===== src/rtl/ps2_kbd.sv =====
// ps2_kbd: PS/2 keyboard receiver for the BlockFall sequencer bus.
// Deserialises device-to-host PS/2 frames (start, 8 data LSB-first, odd
// parity, stop) and queues good scan codes in a small circular FIFO that
// the sequencer drains one byte per RDC instruction.
//
// Ports:
//   clock    system clock, all state changes on its rising edge
//   reset    asynchronous active-low reset
//   inst     instruction, [11:8] opcode (0 NOP, 1 RDC, 2 CLR), [7:0] unused
//   inst_en  instruction valid this cycle
//   ps2_clk  raw PS/2 clock pin (asynchronous)
//   ps2_data raw PS/2 data pin (asynchronous)
//   data     last scan code popped by RDC
//   status   {5'h0, overflow, parity_err, ready}
module ps2_kbd #(
  parameter int          FIFO_LOG2 = 2,
  parameter logic [15:0] TIMEOUT   = 16'd10000
) (
  input  logic        clock,
  input  logic        reset,
  input  logic [11:0] inst,
  input  logic        inst_en,
  input  logic        ps2_clk,
  input  logic        ps2_data,
  output logic [7:0]  data,
  output logic [7:0]  status
);

  localparam int DEPTH = 1 << FIFO_LOG2;
  localparam int CW    = FIFO_LOG2 + 1;

  typedef enum logic [1:0] {S_IDLE, S_DATA, S_PARITY, S_STOP} state_t;

  // A frame is good when the data bits plus the parity bit have odd weight.
  function automatic logic odd_parity_ok(input logic [7:0] b, input logic p);
    return ^{b, p};
  endfunction

  logic ps2_clk_p0, ps2_clk_p1, ps2_clk_p2;
  logic ps2_data_p0, ps2_data_p1;
  logic fe;

  state_t        state, state_nxt;
  logic [2:0]    bit_cnt;
  logic [7:0]    shift;
  logic          par_bit;
  logic [15:0]   to_cnt;
  logic          timed_out;
  logic          push_req, perr_req;

  logic [7:0]           mem [DEPTH];
  logic [FIFO_LOG2-1:0] rd_ptr, wr_ptr;
  logic [CW-1:0]        count;
  logic                 overflow, parity_err;
  logic                 rdc, clr, pop, full, do_push;
  logic                 unused_inst;

  assign unused_inst = ^inst[7:0];

  // Stage p0/p1: two-flop synchronisers; p2 keeps the previous clock level.
  // Flops idle high so reset looks like a quiet bus.
  always_ff @(posedge clock or negedge reset) begin
    if (!reset) begin
      ps2_clk_p0  <= 1'b1;
      ps2_clk_p1  <= 1'b1;
      ps2_clk_p2  <= 1'b1;
      ps2_data_p0 <= 1'b1;
      ps2_data_p1 <= 1'b1;
    end else begin
      ps2_clk_p0  <= ps2_clk;
      ps2_clk_p1  <= ps2_clk_p0;
      ps2_clk_p2  <= ps2_clk_p1;
      ps2_data_p0 <= ps2_data;
      ps2_data_p1 <= ps2_data_p0;
    end
  end

  assign fe = ps2_clk_p2 & ~ps2_clk_p1;

  // An edge in the same cycle as the limit keeps the frame alive.
  assign timed_out = (state != S_IDLE) && (to_cnt == TIMEOUT) && !fe;

  // Receive FSM
  always_ff @(posedge clock or negedge reset) begin
    if (!reset) begin
      state   <= S_IDLE;
      bit_cnt <= 3'd0;
      to_cnt  <= 16'd0;
    end else begin
      state <= state_nxt;
      if (fe && state == S_IDLE)      bit_cnt <= 3'd0;
      else if (fe && state == S_DATA) bit_cnt <= bit_cnt + 3'd1;
      if (fe || state == S_IDLE || timed_out) to_cnt <= 16'd0;
      else                                    to_cnt <= to_cnt + 16'd1;
    end
  end

  always_comb begin
    state_nxt = state;
    push_req  = 1'b0;
    perr_req  = 1'b0;
    if (timed_out) begin
      state_nxt = S_IDLE;
    end else if (fe) begin
      case (state)
        S_IDLE:   if (!ps2_data_p1) state_nxt = S_DATA;
        S_DATA:   if (bit_cnt == 3'd7) state_nxt = S_PARITY;
        S_PARITY: state_nxt = S_STOP;
        S_STOP: begin
          state_nxt = S_IDLE;
          // A missing stop bit drops the frame without raising a flag.
          if (ps2_data_p1) begin
            if (odd_parity_ok(shift, par_bit)) push_req = 1'b1;
            else                               perr_req = 1'b1;
          end
        end
        default:  state_nxt = S_IDLE;
      endcase
    end
  end

  // Frame datapath: no reset, contents only matter once a frame completes.
  always_ff @(posedge clock) begin
    if (fe && state == S_DATA)   shift   <= {ps2_data_p1, shift[7:1]};
    if (fe && state == S_PARITY) par_bit <= ps2_data_p1;
  end

  // FIFO and instruction handling
  assign rdc  = inst_en && (inst[11:8] == 4'h1);
  assign clr  = inst_en && (inst[11:8] == 4'h2);
  assign pop  = rdc && (count != '0);
  assign full = (count == CW'(DEPTH));
  // A pop in the same cycle frees the slot a full FIFO would otherwise lack.
  assign do_push = push_req && !clr && (!full || pop);

  always_ff @(posedge clock or negedge reset) begin
    if (!reset) begin
      rd_ptr     <= '0;
      wr_ptr     <= '0;
      count      <= '0;
      overflow   <= 1'b0;
      parity_err <= 1'b0;
      data       <= 8'h00;
    end else if (clr) begin
      rd_ptr     <= '0;
      wr_ptr     <= '0;
      count      <= '0;
      overflow   <= 1'b0;
      parity_err <= 1'b0;
    end else begin
      if (pop) begin
        data   <= mem[rd_ptr];
        rd_ptr <= rd_ptr + 1'b1;
      end
      if (do_push) wr_ptr <= wr_ptr + 1'b1;
      count <= count + CW'(do_push) - CW'(pop);
      if (push_req && !do_push) overflow   <= 1'b1;
      if (perr_req)             parity_err <= 1'b1;
    end
  end

  always_ff @(posedge clock) begin
    if (do_push) mem[wr_ptr] <= shift;
  end

  assign status = {5'h00, overflow, parity_err, (count != '0)};

endmodule


===== config.mk =====
export PLATFORM = sky130hd
export DESIGN_NAME = ps2_kbd
export DESIGN_NICKNAME = d
export VERILOG_FILES = /design/src/rtl/ps2_kbd.sv
export SDC_FILE = /design/constraint.sdc
export NUM_CORES = 1
export LEC_CHECK = 0
export ABC_CLOCK_PERIOD_IN_PS = 4100
export CAP_MARGIN = 10
export CORE_MARGIN = 2
export CORE_UTILIZATION = 30
export DETAILED_ROUTE_END_ITERATION = 6
export MAX_ROUTING_LAYER = met4
export PLACE_DENSITY = 0.48
export SLEW_MARGIN = 10
export SYNTH_ARGS = -nofsm -noshare
export SYNTH_HDL_FRONTEND = slang
export SYNTH_SLANG_ARGS = --single-unit

===== constraint.sdc =====
create_clock -name clock -period 4.1 [get_ports clock]
set_clock_uncertainty 0.15 [all_clocks]
set_input_delay 0.41 -clock clock [delete_from_list [all_inputs] [get_ports clock]]
set_output_delay 0.41 -clock clock [all_outputs]
set_load 0.01 [all_outputs]

==> results <==
- The summed negative setup slack over all endpoints is 0 ns.
- Measured along the y axis, the die boundary spans 115 um.
- The design draws 2.53 mW.
- The post-synthesis cell area is 3700 sq um.
- The worst setup path is captured at a flip-flop.
- Synthesis produced 263 cells.
- Clock tree synthesis inserted a total of 9 buffers.
- The CTS tree is yes.
- The number of buffers inserted by post-CTS setup repair is 0.
- Fill cells in the final layout number 1159.
- Hold repair after CTS inserted 0 buffers.
- The layout cell share with drive strength beyond 1 is 16.5%.
- The count of nets left with antenna violations once routing finished came out at 0.
- The row count is 40.
- The clock insertion delay at the later pin of the skew report is 0.33 ns.
- The share of the Yosys chip area taken by registers is 62.5%.
- The relative slew slack is 32.2%.
- The kind of critical path is flip-flop to flip-flop.
- The total track usage is 10.4%.
- The total length of routed wires is 5.93 mm.
- After synthesis the netlist holds a flip-flop and latch count of 84.
- The count of final max-slew check failures was 0.
- Pin placement for this block handled 33 I/O pins.
- Across the run, the number of max-cap violations was 0.
- Clock-pin slew was measured on the worst setup and hold paths at 0.06 ns.
- The synthesized area per cell is 14.1 sq um.
- The maximum fanout along the worst path is 6.
- The library cell with the highest instance count after synthesis is sky130_fd_sc_hd__edfxtp_1.
- After detailed routing, the average wire length per cell comes to 13.5 um.
- Port buffering added 19 buffers.
- The DRC violation total after the first TritonRoute iteration is 84.
- The class of the worst hold path is primary input to asynchronous set/reset pin.
- Entering global routing, the biggest net connects 44 pins.
- The setup-violating endpoint count in the final report is 0.
- The count of unresolved DRC violations after routing is 0.
- Once the floorplan was initialized, standard cells occupied 30.8% of the core.
- The share of synthesized flip-flops with an asynchronous set or reset is 51.2%.
- Ranked by total cell area, the synthesized netlist is headed by sky130_fd_sc_hd__edfxtp_1 33%, sky130_fd_sc_hd__dfrtp_1 26%, sky130_fd_sc_hd__mux4_2 4.9%, sky130_fd_sc_hd__ha_1 4.7%, sky130_fd_sc_hd__dfstp_2 3.5%.
- In this run, placement finished with an instance count of 422.
- During synthesis, Yosys emitted a total of 0 warnings.
- After global routing the overflow that remains totals 0.
- In this run, synthesis inferred 41 flip-flops with an integrated enable.
- The initial antenna violation count is 0.
- In the synthesized netlist the dominant register cell turns out to be sky130_fd_sc_hd__edfxtp_1.
- The leakage power figure is 1.65 nW.
- Across the whole layout, storage elements account for 2310 sq um.
- The total vias in the final route is 1950.
- The die covers 13300 sq um.
- The signed area change from the synthesized netlist to the final layout is 16.4%.
- After legalization and detailed placement, the total HPWL measured 3.90 mm.
- The core footprint is 12000 sq um.
- Setup repair after global routing left no endpoint under its margin.
- sky130_fd_sc_hd__edfxtp_1 takes more of the synthesized area than any other cell.
- The number of different library cells used by synthesis comes to 46.
- The highest ir drop seen on vdd is 0.000216 V.
- CTS placed an instance of sky130_fd_sc_hd__clkbuf_16 at the clock tree root.
- The actual slew at the worst max-slew pin is 1.02 ns.
- The data arrival time of the critical path is 3.35 ns.
- The routed design could run at a clock period as short as 3.29 ns.
- The wire length of the first global-routing pass is 10.0 mm.
- The number of antenna cells inserted is 0.
- Dividing total power by cell area gives a power density of 588 nW/um^2.
- The average via count per standard cell is 4.45.
- The clock drives 84 sinks.
- The launching element type of the critical path is a flip-flop.
- The die is 115 um wide.
- The via count of the first global-routing pass came to 1988.
- The count of nets after finishing is 318.
- The maximum clock path buffer count is 2.
- The final count of hold timing violations is 0.
- In the synthesized netlist, the cells that appear most often are 41 x sky130_fd_sc_hd__edfxtp_1, 38 x sky130_fd_sc_hd__dfrtp_1, 23 x sky130_fd_sc_hd__nor2_1.
- The H-tree was split into 3 levels.
- The final cell count without fillers is 438.
- The detailed-routing iteration count for the pre-antenna-repair pass is 4.
- The run finished with clean final reports.
- The final weighted congestion of routability-driven global placement is 0.705.
- The required time of the critical path is 4.15 ns.
- In this run, post-CTS repair resized a total of 0 instances.
- The multi-input combinational cells in the finished layout cover a total of 1270 sq um.
- The period utilization is 80.3%.
- The final worst hold slack is 0.100 ns.
- The maximum clock rate is 0.304 GHz.
- The share of Yosys cell area claimed by the top area cell type is 33.2%.
## kinds of logic (layout without fill, tap and decap cells)
kind of cell / count (synthesis) / count (layout) / share of synthesized area (%)
AOI/OAI and AO/OA: 21 / 21 / 3.62
xor gates and xnor gates: 21 / 21 / 5.57
adders and majority gates: 15 / 15 / 5.27
buffers and inverters: 29 / 53 / 3.75
DFF: 84 / 84 / 62.5
muxes: 18 / 18 / 7.84
other: 1 / 5 / 0.101
and+or+nand+nor: 74 / 74 / 11.4
## worst max-delay path, cell delays in order (launching register included)
cell and delay (ns):
sky130_fd_sc_hd__edfxtp_1 0.48, sky130_fd_sc_hd__xnor2_1 0.27, sky130_fd_sc_hd__xnor3_2 0.40, sky130_fd_sc_hd__xnor2_2 0.21
sky130_fd_sc_hd__nor4_4 0.35, sky130_fd_sc_hd__inv_1 0.09, sky130_fd_sc_hd__ha_1 0.27, sky130_fd_sc_hd__inv_1 0.05
sky130_fd_sc_hd__ha_1 0.12, sky130_fd_sc_hd__inv_1 0.05, sky130_fd_sc_hd__fa_1 0.36, sky130_fd_sc_hd__xor2_1 0.17
sky130_fd_sc_hd__xnor2_1 0.13, sky130_fd_sc_hd__nor2_1 0.06
## metal layers
metal  GRT usage, %  part of all wire (%)  wire (um)
met1           12.5                    46       2740
met2           16.1                    49       2890
met3           4.11                   3.8        226
met4           3.61                   1.3         78
met5              -                     0          0
## registers in the layout, indices dropped and copies added, names as in the netlist
| register | count |
|---|---|
| ps2_clk_p0 | 1 |
| data | 8 |
| state | 2 |
| mem | 32 |
| bit_cnt | 3 |
| ps2_data_p0 | 1 |
| parity_err | 1 |
| par_bit | 1 |
| overflow | 1 |
| wr_ptr | 2 |
| ps2_clk_p2 | 1 |
| ps2_data_p1 | 1 |
| to_cnt | 16 |
| rd_ptr | 2 |
| ps2_clk_p1 | 1 |
| shift | 8 |
| count | 3 |
## placed cells by master, fill, tap and decap left out, drive strengths merged, types with 3 or more instances in the layout
cell	Yosys	layout
edfxtp	41	41
dfrtp	38	38
nor2	23	23
clkdlybuf4s50	0	18
inv	16	17
ha	14	14
nand2	11	11
xnor2	11	11
clkbuf	4	11
xor2	9	9
and2	8	8
mux4	8	8
mux2	8	8
nand3	6	6
a21oi	6	6
or3	5	5
nand4	5	5
o21ai	5	5
conb	1	5
dfstp	5	5
nor4b	4	4
o22ai	3	3
buf	9	3
## power breakdown
part	internal [mW]	leakage, nW	total, mW	switching (mW)
registers	1.03	0.915	1.15	0.129
logic	0.346	0.593	0.618	0.273
clock network	0.443	0.138	0.761	0.319
total	1.81	1.65	2.53	0.720
## metrics by stage
step / utilization, % / setup slack, ns / area, sq um
floorplan: - / 1.04 / 3720
global placement: 33.5 / 0.584 / 4020
detailed placement: 33.5 / 0.573 / 4020
CTS: 35.9 / 0.760 / 4310
finish: 35.9 / 0.806 / 4310
global route: 35.9 / 0.585 / 4310
## cell type report
type | instances | area share [%]
sequential | 84 | 53.7
multi-input combinational | 154 | 29.4
clock buffer | 11 | 5.86
timing repair buffer | 21 | 4.64
tap | 147 | 4.27
inverter | 16 | 1.39
clock inverter | 5 | 0.784
## path summary, 6_finish.rpt
path / from / end / slack [ns] / cells past startpoint
setup / recovery: shift[5] / count[2] / 0.81 / 13
hold / removal: reset / data[5] / 0.10 / 1
setup reg to reg: shift[5] / count[2] / 0.81 / 13
hold reg to reg: ps2_clk_p0 / ps2_clk_p1 / 0.20 / 0
max in group asynchronous: reset / overflow / 3.07 / 1
min in group clock: ps2_clk_p0 / ps2_clk_p1 / 0.20 / 0
No activity file was read; power rests on OpenSTA's default activity.
